### src/rtl/seq_det_sched.sv
// Round-robin scheduler sharing one run-of-ones detector across NCH serial channels.
// Per-channel run counters hold each channel's detector context; threshold writes force a clear pass.
module seq_det_sched #(
   parameter int NCH     = 4,
   parameter int CW      = 2,
   parameter int RW      = 3,
   parameter int RUN_LEN = 4
) (
   input  logic           clk,
   input  logic           rst,
   input  logic [NCH-1:0] req,
   input  logic [NCH-1:0] bit_in,
   input  logic [NCH-1:0] cfg_en,
   input  logic           cfg_we,
   input  logic [RW-1:0]  cfg_len,
   output logic [NCH-1:0] ack,
   output logic           hit,
   output logic [CW-1:0]  hit_ch,
   output logic           busy
);

   typedef enum logic [1:0] {
      IDLE  = 2'd0,
      GRANT = 2'd1,
      EVAL  = 2'd2,
      CLEAR = 2'd3
   } state_t;

   state_t        state;
   logic [CW-1:0] ptr;
   logic [CW-1:0] sel;
   logic [CW-1:0] clr_idx;
   logic [CW-1:0] pick;
   logic [CW-1:0] cand;
   logic          found;
   logic [RW-1:0] cnt [NCH];
   logic [RW-1:0] len;
   logic [RW-1:0] pend_len;
   logic [RW-1:0] sat_cnt;
   logic [RW:0]   inc;
   logic          reach;
   logic          pend;
   logic          bit_cap;

   // A zero threshold would never be reachable, so it is promoted to 1.
   function automatic logic [RW-1:0] fix_len(input logic [RW-1:0] v);
      return (v == {RW{1'b0}}) ? {{(RW-1){1'b0}}, 1'b1} : v;
   endfunction

   // First enabled requester at or after ptr, wrapping.
   always_comb begin
      found = 1'b0;
      pick  = ptr;
      cand  = ptr;
      for (int k = 0; k < NCH; k++) begin
         cand = ptr + CW'(k);
         if (!found && req[cand] && cfg_en[cand]) begin
            found = 1'b1;
            pick  = cand;
         end else begin
            pick = pick;
         end
      end
   end

   // Run increment evaluated one bit wider so the compare cannot wrap.
   always_comb begin
      inc     = {1'b0, cnt[sel]} + {{RW{1'b0}}, 1'b1};
      reach   = (inc >= {1'b0, len});
      sat_cnt = reach ? len : inc[RW-1:0];
   end

   // Scheduler state machine with registered outputs.
   always_ff @(posedge clk) begin
      if (rst) begin
         state    <= IDLE;
         ptr      <= {CW{1'b0}};
         sel      <= {CW{1'b0}};
         clr_idx  <= {CW{1'b0}};
         len      <= RW'(RUN_LEN);
         pend_len <= {RW{1'b0}};
         pend     <= 1'b0;
         bit_cap  <= 1'b0;
         ack      <= {NCH{1'b0}};
         hit      <= 1'b0;
         hit_ch   <= {CW{1'b0}};
         busy     <= 1'b0;
         for (int i = 0; i < NCH; i++) cnt[i] <= {RW{1'b0}};
      end else begin
         ack <= {NCH{1'b0}};
         hit <= 1'b0;
         case (state)
            IDLE: begin
               if (pend || cfg_we) begin
                  len     <= cfg_we ? fix_len(cfg_len) : fix_len(pend_len);
                  pend    <= 1'b0;
                  clr_idx <= {CW{1'b0}};
                  busy    <= 1'b1;
                  state   <= CLEAR;
               end else if (found) begin
                  sel   <= pick;
                  ack   <= {{(NCH-1){1'b0}}, 1'b1} << pick;
                  busy  <= 1'b1;
                  state <= GRANT;
               end else begin
                  state <= IDLE;
               end
            end
            GRANT: begin
               bit_cap <= bit_in[sel];
               state   <= EVAL;
            end
            EVAL: begin
               if (cfg_en[sel]) begin
                  if (bit_cap) begin
                     cnt[sel] <= sat_cnt;
                     if (reach) begin
                        hit    <= 1'b1;
                        hit_ch <= sel;
                     end
                  end else begin
                     cnt[sel] <= {RW{1'b0}};
                  end
               end
               ptr   <= sel + {{(CW-1){1'b0}}, 1'b1};
               busy  <= 1'b0;
               state <= IDLE;
            end
            CLEAR: begin
               cnt[clr_idx] <= {RW{1'b0}};
               clr_idx      <= clr_idx + {{(CW-1){1'b0}}, 1'b1};
               if (clr_idx == CW'(NCH - 1)) begin
                  busy  <= 1'b0;
                  state <= IDLE;
               end else begin
                  state <= CLEAR;
               end
            end
            default: begin
               busy  <= 1'b0;
               state <= IDLE;
            end
         endcase
         // Writes that arrive while busy are parked until the next IDLE; last one wins.
         if (cfg_we && state != IDLE) begin
            pend     <= 1'b1;
            pend_len <= cfg_len;
         end
         for (int i = 0; i < NCH; i++) begin
            if (!cfg_en[i]) cnt[i] <= {RW{1'b0}};
         end
      end
   end

endmodule

### config.mk
export PLATFORM = sky130hd
export DESIGN_NAME = seq_det_sched
export DESIGN_NICKNAME = d
export VERILOG_FILES = /design/src/rtl/seq_det_sched.sv
export SDC_FILE = /design/constraint.sdc
export NUM_CORES = 1
export LEC_CHECK = 0
export ABC_AREA = 1
export CAP_MARGIN = 20
export CORE_ASPECT_RATIO = 0.6
export CORE_MARGIN = 4
export CORE_UTILIZATION = 45
export CTS_CLUSTER_DIAMETER = 30
export DETAILED_ROUTE_END_ITERATION = 7
export PLACE_DENSITY_LB_ADDON = 0.3
export SETUP_SLACK_MARGIN = 0.02
export SYNTH_ARGS = -nofsm -noshare
export SYNTH_HDL_FRONTEND = slang
export SYNTH_SLANG_ARGS = --single-unit
### constraint.sdc
create_clock -name clk -period 2.32 [get_ports clk]
set_input_delay 0.232 -clock clk [delete_from_list [all_inputs] [get_ports clk]]
set_output_delay 0.232 -clock clk [all_outputs]
set_load 0.03 [all_outputs]
### After elaboration in Yosys (flattened, before gate mapping)

Memories as Yosys holds them, arrays and structs flattened. A register that Yosys moved wholly into a read port is not among the register bits.
Index checks and enable logic that the tools add are counted.

| operators by class | value |
|---|---|
| order comparisons | 6 |
| eq/ne operators | 11 |
| shifts and indexed selects | 1 |
| bitwise operators | 23 |
| reductions and logical operators | 29 |
| add/subtract/negate cells | 6 |
| muxes and demuxes | 82 |

Operators with widths:

| kind | count |
|---|---|
| 1-bit 2-to-1 mux | 50 |
| 3-bit 2-to-1 mux | 10 |
| 1-bit binary-select mux with 2-bit select | 10 |
| 2-bit 2-to-1 mux | 9 |
| 2-bit by 3-bit less-than comparator with 1-bit output (second input constant) | 5 |
| 2-bit equality test (second input constant) | 7 |
| 1-bit inverter | 10 |
| 1-bit AND | 8 |
| 1-bit logical AND | 8 |
| 2-bit one-hot mux with 4 select lines | 1 |
| 2-bit nonzero test | 4 |
| 4-bit OR reduction | 2 |
| 2-bit by 1-bit adder with 2-bit output (second input constant) | 3 |
| 3-bit logical NOT | 2 |
| 2-bit AND reduction | 3 |
| 3-bit AND reduction | 2 |
| 1-bit OR | 5 |
| 2-bit adder (second input constant) | 2 |
| 3-bit by 1-bit adder with 4-bit output (second input constant) | 1 |
| 4-bit by 3-bit greater-or-equal comparator with 1-bit output | 1 |
| 2-bit inequality test (second input constant) | 2 |
| 2-bit one-hot mux with 2 select lines | 1 |
| 4-bit AND reduction | 1 |
| 1-bit by 2-bit << shifter with 4-bit output (first input constant) | 1 |
| 8 further kinds | 10 |

| word-level totals | value |
|---|---|
| memories kept | 1 |
| word-level logic and storage cells | 171 |
| register bits | 24 |
| RAM bits | 12 |

Memories:

| memory | words | width | read ports | clocked after Yosys merged registers in | wr ports | RTL line | text |
|---|---|---|---|---|---|---|---|
| cnt | 4 | 3 | 1 | 1 | 5 | 36 | `logic [RW-1:0] cnt [NCH];` |

### Depth between registers and ports, before layout

Gate-level depths: netlist of run 1.

| depth | value |
|---|---|
| word-level depth | 19 |
| depth in mapped cells | 14 |
| depth with buffers taken out | 14 |

### Least setup slack after synthesis of run 1

OpenSTA, ideal clock, no wires.

| path | value |
|---|---|
| kind | reg2reg |
| from | register with a tool-made name |
| to | memory cnt[0][2] (data pin) |
| setup time | 0.257 ns |
| stages on the path, launching flop included | 11 |
| arrival time | 1.959 ns |
| slack | 0.104 ns |
| clock period less this slack | 2.216 ns |
| cells stage by stage | dfxtp_1 inv_2 o21ai_1 o22ai_2 ha_1 xnor2_1 ha_1 a21oi_1 nand2_2 o21ai_2 nor2_1 |

RTL lines:

| element | RTL line |
|---|---|
| to (decl) | 36 |

==> flow_summary_export.csv, run 1 <==
group,metric,value,unit
timing,rsz0062_at_grt,"true",
placed_design,dp.cells,389,
power,internal-power,1580,uW
critical_path,crit_required,2480,ps
yosys,async_flop_share,0,%
clock_network,clockBufferDepth,2,
clock_network,cts_tree,"done",
detailed_routing,wl_per_cell,13.1,um
yosys,synth_edf_count,12,
timing,finalSetupViolCount,0,
yosys,synth_fp_nets,314,
clock_network,cts_buffers,5,
power,p_clk_share,17.4,%
power,swShare,42.2,%
detailed_routing,postRouteAntennaNets,0,
yosys,yosysUniqueCellTypes,33,
power,p_leak,0.00122,uW
critical_path,cp-start-kind,"flop",
clock_network,clk_latency,290,ps
die,die_x,96.7,um
global_routing,grt_max_degree,14,
global_routing,grt_pass1_vias,1776,
layout,nets,360,
die,core_region_area,4560,um^2
detailed_routing,num_vias,1954,
global_routing,grt_pass1_wl,8630,um
timing,hold_violations,0,
layout,layoutNonFillerInstCount,398,
timing,period_share,99.9,%
critical_path,crit_family,"compound AO/OA/AOI/OAI gates",
worst_hold_path,hp-class,"flop to flop",
clock_network,clk_pin_slew_worst_paths,70,ps
timing,fin_ws,2.94,ps
critical_path,cp_cell_sequence,"inv_4 > o21ai_2 > o22ai_2 > ha_1 > xnor2_1 > ha_1 > a21oi_2 > nand2_4 > a21oi_2 > nand2_2 > nor2_1",
critical_path,critPathBufInv,1,
placed_design,gp_congestion,0.836,
power,ir_drop,469,uV
critical_path,rr_worst_depth,11,
yosys,avgSynthCellArea,7.37,um^2
critical_path,arrival,2480,ps
yosys,yosysWarningCount,0,
placed_design,placedInstanceArea,2550,um^2
die,start_util,46.5,%
worst_hold_path,hp-start,"busy$_SDFFE_PP0P_",
yosys,ys.flop_type,"dfxtp_1",
power,pwr-share-comb,50.3,%
clock_network,cts_root_buf,"clkbuf_8",
timing,period_needed,2320,ps
critical_path,end_kind,"flop",
power,p_seq_share,32.3,%
die,rows,19,
critical_path,critical_path_class,"flop to flop",
layout,syn_to_final_growth,28.6,%
layout,fin_util,59.8,%
clock_network,cts_sinks,38,
worst_hold_path,holdPathEnd,"busy$_SDFFE_PP0P_",
worst_hold_path,hold_depth,2,
placed_design,portBuffers,25,
layout,antenna_cells,0,
timing,fmax,0.432,GHz
clock_network,htreeDepth,2,
die,fp.dieH,61.2,um
critical_path,cp_slowest_cell,"dfxtp_4",
placed_design,dp_worst_setup_slack,-80.9,ps
global_routing,antenna_found_initial,0,
detailed_routing,wl,5230,um
detailed_routing,dr.first_iter.drc_count,97,
die,ios,26,
yosys,synthTopCellsByArea,"dfxtp_1, edfxtp_1, nand2_1",
timing,relSlewSlack,73.7,%
critical_path,crit_fanout,7,
critical_path,crit_cells,11,
critical_path,reg2reg_to,"cnt[2][0]$_SDFFCE_PN0P_",
placed_design,dp_hpwl,4100,um
timing,final_max_slew_viol_count,0,
run,drv_cap,0,
power,power.switching,1150,uW
critical_path,ff2ff_setup_slack,3,ps
yosys,syn_area,2120,um^2
detailed_routing,drt-pass1-iter-count,4,
layout,drive_gt1_share,19.7,%
die,die_area,5910,um^2
critical_path,slowest_delay,400,ps
yosys,ys_seq_area_share,41.5,%
power,powerDensity,999,nW/um^2
yosys,syn_inst,288,
yosys,netlist.area_leader.share,24.5,%
detailed_routing,remaining_drc_errors,0,
detailed_routing,viasPerCell,4.91,
yosys,ys_ff_latch,38,
status,status,"finished clean",
yosys,synth_top_area_cell,"dfxtp_1",
layout,final_cell_area,2730,um^2
timing,worstMarginPinSlew,392,ps
layout,fill_cells,432,
global_routing,grtUsageTotal,19.1,%
global_routing,grt_remaining_overflow,0,
timing,fin_skew,2.99,ps
==> Yosys cell counts, types with 2 or more instances <==
cell and count:
nand3_2 2, o21ai_2 2, xnor2_1 2, inv_2 6, nand2_1 70, dfxtp_1 26, nor2_1 32, nor3_1 2
o21ai_0 16, inv_1 29, a21oi_1 20, nand3_1 24, and2_1 2, clkbuf_1 2, edfxtp_1 12, nor2_4 2
o22ai_1 2, o21ai_1 5, o211ai_1 2, nand2_2 10, ha_1 8
==> registers in the layout, summed over array words and instances, names as in the netlist, named ones only <==
name,count
hit_ch,2
pend_len,3
ack,4
len,3
busy,1
pend,1
sel,2
ptr,2
cnt,12
hit,1
clr_idx,2
bit_cap,1
state,2
==> area by class of cell <==
cell class                      instances  area (um^2)  area share, %
Clock buffer                            7         86.3           3.16
Clock inverter                          1         5.00          0.183
Inverter                               36          138           5.04
Multi-Input combinational cell        210         1150           42.1
Sequential cell                        38          886           32.5
Tap cell                               63         78.8           2.89
Timing Repair Buffer                   43          385           14.1
==> layer usage <==
layer	wire, um	up-vias	GRT usage, %
li1	-	1037	-
met5	0	-	0
met4	66	0	7.60
met2	2090	40	26.7
met1	2750	871	28.2
met3	325	6	4.75
==> tightest hold or removal path, delay by kind of cell, from the launching register on <==
family	cells	cell delay, ps
simple gates	1	60
flops	1	310
compound gates	1	50
==> layout by cell type (no fill, tap or decap), drive strengths merged, types with 3 or more instances in the layout <==
master / synthesis / routed
nand3: 26 / 26
a21oi: 20 / 20
nand2: 80 / 80
clkdlybuf4s50: 0 / 25
o22ai: 3 / 3
nor2: 34 / 34
clkbuf: 2 / 7
ha: 8 / 8
inv: 35 / 35
o21ai: 23 / 23
dfxtp: 26 / 26
edfxtp: 12 / 12
buf: 2 / 18
==> cells by family after synthesis <==
kind of cell | Yosys count | synth area share (%)
flip-flops | 38 | 41.5
AND/OR/NAND/NOR | 146 | 30.5
buffers and inverters | 40 | 7.49
adder cells (fa/ha/maj) | 8 | 4.72
AO/OA/AOI/OAI | 53 | 14.5
XOR/XNOR | 3 | 1.24
==> how the worst max path moves through the flow <==
stage / start / to
floorplan: flop / cnt[0][2]$_SDFFCE_PN0P_
detailed placement: flop / cnt[1][0]$_SDFFCE_PN0P_
global placement: flop / cnt[3][1]$_SDFFCE_PN0P_
finish: flop / cnt[2][0]$_SDFFCE_PN0P_
CTS: flop / cnt[1][0]$_SDFFCE_PN0P_
global route: flop / cnt[3][0]$_SDFFCE_PN0P_
==> power groups by stage <==
stage / Clock [uW] / Sequential (uW) / Combinational (uW)
after floorplan: 0 / 883 / 820
after global placement: 0 / 886 / 1170
after detailed placement: 0 / 886 / 1190
after CTS: 484 / 873 / 1210
after global routing: 518 / 895 / 1520
final: 474 / 880 / 1370
==> repair_timing <==
| action | CTS | global route |
|---|---|---|
| setup endpoints to repair | 12 | 14 |
| pin swaps | 0 | 8 |
| resized for setup | 4 | 20 |
| buffers inserted | 0 | 1 |
| hold buffers | 0 | 0 |
| cloned | 0 | 0 |
==> through the flow <==
stage               hold slack (ps)  total power, uW  TNS, ps
global route                    486             2930    -1230
CTS                             472             2570        0
finish                          464             2730        0
global placement                452             2050        0
floorplan                       332             1700        0
detailed placement              455             2080     -679
Power figures use the tool's default switching activity.
==> run 2, diff against run 1 <==
--- a/config.mk
+++ b/config.mk
@@ -10,7 +10,7 @@
 export CORE_ASPECT_RATIO = 0.6
 export CORE_MARGIN = 4
 export CORE_UTILIZATION = 45
-export CTS_CLUSTER_DIAMETER = 30
+export CTS_CLUSTER_DIAMETER = 80
 export DETAILED_ROUTE_END_ITERATION = 7
 export PLACE_DENSITY_LB_ADDON = 0.3
 export SETUP_SLACK_MARGIN = 0.02
==> results of run 2 <==
Same layout as run 1: the final DEF is identical, and so are final timing and power.
==> run 3, diff against run 2 <==
--- a/config.mk
+++ b/config.mk
@@ -9,11 +9,13 @@
 export CAP_MARGIN = 20
 export CORE_ASPECT_RATIO = 0.6
 export CORE_MARGIN = 4
-export CORE_UTILIZATION = 45
+export CORE_UTILIZATION = 40
 export CTS_CLUSTER_DIAMETER = 80
 export DETAILED_ROUTE_END_ITERATION = 7
+export DONT_BUFFER_PORTS = 1
 export PLACE_DENSITY_LB_ADDON = 0.3
 export SETUP_SLACK_MARGIN = 0.02
 export SYNTH_ARGS = -nofsm -noshare
 export SYNTH_HDL_FRONTEND = slang
 export SYNTH_SLANG_ARGS = --single-unit
+export TNS_END_PERCENT = 30
==> run 3 against run 2 <==
  * Critical path type unchanged
  * Clock skew is 3.7 ps higher
  * Non-clock buffer count is 32 lower
  * Largest power group unchanged
  * Critical endpoint is now cnt[1][1]$_SDFFCE_PN0P_
  * Global-route usage shrank 2.4 points
  * Highest routed layer unchanged
==> flow_summary_export.csv, run 3 (synthesis results as in run 1) <==
group,metric,value,unit
status,status,"finished clean",
layout,drive_gt1_share,21.8,%
critical_path,critical_path_class,"flop to flop",
power,finalPower,3070,uW
run,drv_cap,0,
power,powerDensity,1180,nW/um^2
global_routing,grtUsageTotal,16.7,%
critical_path,cp_slowest_cell,"dfxtp_4",
die,die_area,6570,um^2
placed_design,portBuffers,0,
timing,period_share,95.4,%
critical_path,crit_fanout,7,
global_routing,grt_remaining_overflow,0,
layout,antenna_cells,0,
layout,final_common_cell,"nand2_1",
timing,relSlewSlack,70.6,%
detailed_routing,wl,5340,um
critical_path,end_kind,"flop",
global_routing,grt_max_degree,16,
detailed_routing,dr.first_iter.drc_count,90,
placed_design,dp_hpwl,4030,um
worst_hold_path,hp-class,"input port to flop",
layout,top_regs,"cnt (12), ack (4)",
placed_design,dp_worst_setup_slack,-112,ps
critical_path,arrival,2360,ps
clock_network,cts_tree,"done",
layout,largest_register_ffs,12,
timing,hold_violations,0,
worst_hold_path,hold_depth,1,
clock_network,cts_buffers,5,
placed_design,gp_congestion,0.871,
clock_network,clk_latency,280,ps
die,fp.dieH,64.4,um
timing,fin_skew,6.67,ps
critical_path,rr_worst_depth,11,
timing,rsz0062_at_grt,"true",
detailed_routing,num_vias,1882,
worst_hold_path,hp-start,"rst",
layout,regMostFlops,"cnt",
timing,period_needed,2210,ps
global_routing,grt_pass1_vias,1677,
detailed_routing,remaining_drc_errors,0,
die,rows,20,
die,start_util,41.6,%
timing,final_max_slew_viol_count,0,
die,ios,26,
critical_path,cp-start-kind,"flop",
timing,fmax,0.452,GHz
clock_network,cts_root_buf,"clkbuf_8",
power,p_leak,0.00113,uW
detailed_routing,postRouteAntennaNets,0,
placed_design,dp.cells,356,
worst_hold_path,holdPathEnd,"hit_ch[0]$_SDFFE_PP0P_",
timing,worstMarginPinSlew,439,ps
clock_network,clk_pin_slew_worst_paths,80,ps
layout,nets,328,
critical_path,cp_cell_sequence,"inv_6 > o21ai_4 > o22ai_4 > ha_4 > xnor2_4 > ha_4 > a21oi_4 > nand2_4 > a21oi_4 > o21ai_4 > nor2_1",
power,ir_drop,421,uV
clock_network,cts_sinks,38,
critical_path,ff2ff_setup_slack,110,ps
global_routing,antenna_found_initial,0,
layout,layoutNonFillerInstCount,369,
timing,fin_ws,107,ps
detailed_routing,wl_per_cell,14.5,um
clock_network,htreeDepth,2,
timing,finalSetupViolCount,0,
detailed_routing,drt-pass1-iter-count,4,
layout,syn_to_final_growth,22.9,%
die,core_region_area,5100,um^2
critical_path,crit_required,2460,ps
critical_path,reg2reg_to,"cnt[1][1]$_SDFFCE_PN0P_",
die,die_x,102,um
layout,final_cell_mix,"nand2_1, inv_1, nor2_1",
critical_path,slowest_delay,420,ps
global_routing,grt_pass1_wl,8430,um
clock_network,clockBufferDepth,2,
detailed_routing,viasPerCell,5.10,
## run 3: cell types whose count changed in the layout (fill, tap and decap cells not counted), moves of 3 or more
cell and delta:
a21oi_2 -3, a21oi_4 +3, buf_4 -10, clkdlybuf4s50_1 -25
ha_1 -4, ha_4 +4
## run 3: through the flow
step | util, % | hold WS (ps) | area (um^2) | setup TNS (ps)
after floorplan | - | 332 | 2120 | 0
after global placement | 43.6 | 304 | 2230 | -415
after detailed placement | 43.6 | 305 | 2230 | -1210
after CTS | 47.5 | 0.415 | 2420 | 0
after global routing | 51.1 | 0.191 | 2610 | -33.3
final | 51.1 | 9.22 | 2610 | 0
## run 3: layout make-up
type                    count  area, um^2
inverters                  36         140
clock buffers               7         108
fillers                   519        2500
multi-input cells         210        1270
repair buffers             11        91.3
clock inverters             1        30.0
well taps                  66        82.6
flip-flops and latches     38         886
## run 3: timing repair
action	CTS	global route
pin swaps	3	13
hold buffers	1	1
buffers inserted	0	3
endpoints found under the hold margin	2	3
setup endpoints to repair	14	15
resized for setup	10	31
## run 3: worst max path at each step
stage	to	slack, ps	cells past startpoint
2_1_floorplan	cnt[0][2]$_SDFFCE_PN0P_	100	10
3_3_place_gp	cnt[3][1]$_SDFFCE_PN0P_	-50	10
3_5_place_dp	cnt[3][2]$_SDFFCE_PN0P_	-110	10
4_1_cts	cnt[0][0]$_SDFFCE_PN0P_	4	11
5_1_grt	cnt[1][1]$_SDFFCE_PN0P_	-30	12
6_report	cnt[1][1]$_SDFFCE_PN0P_	110	11
## run 3: worst max-delay path: cells and delay by family, from the launching register on
family	cells	cell delay, ps
compound gates	5	720
fa+ha+maj	2	430
flops	1	420
simple gates	2	260
xor+xnor	1	180
buf+inv	1	60
## run 3: per-layer routing
metal  GRT usage [%]  vias up  part of all wire, %
li1                -      976                    -
met1            27.0      852                   51
met2            21.5       52                   41
met3            4.73        2                  8.0
met4            2.78        0                 0.15
met5               0        -                    0
## run 3: power breakdown
part	switching [uW]	internal, uW	total (uW)	leakage [uW]
clock	230	415	646	0.0000696
combinational	889	617	1510	0.000713
sequential	124	791	915	0.000348
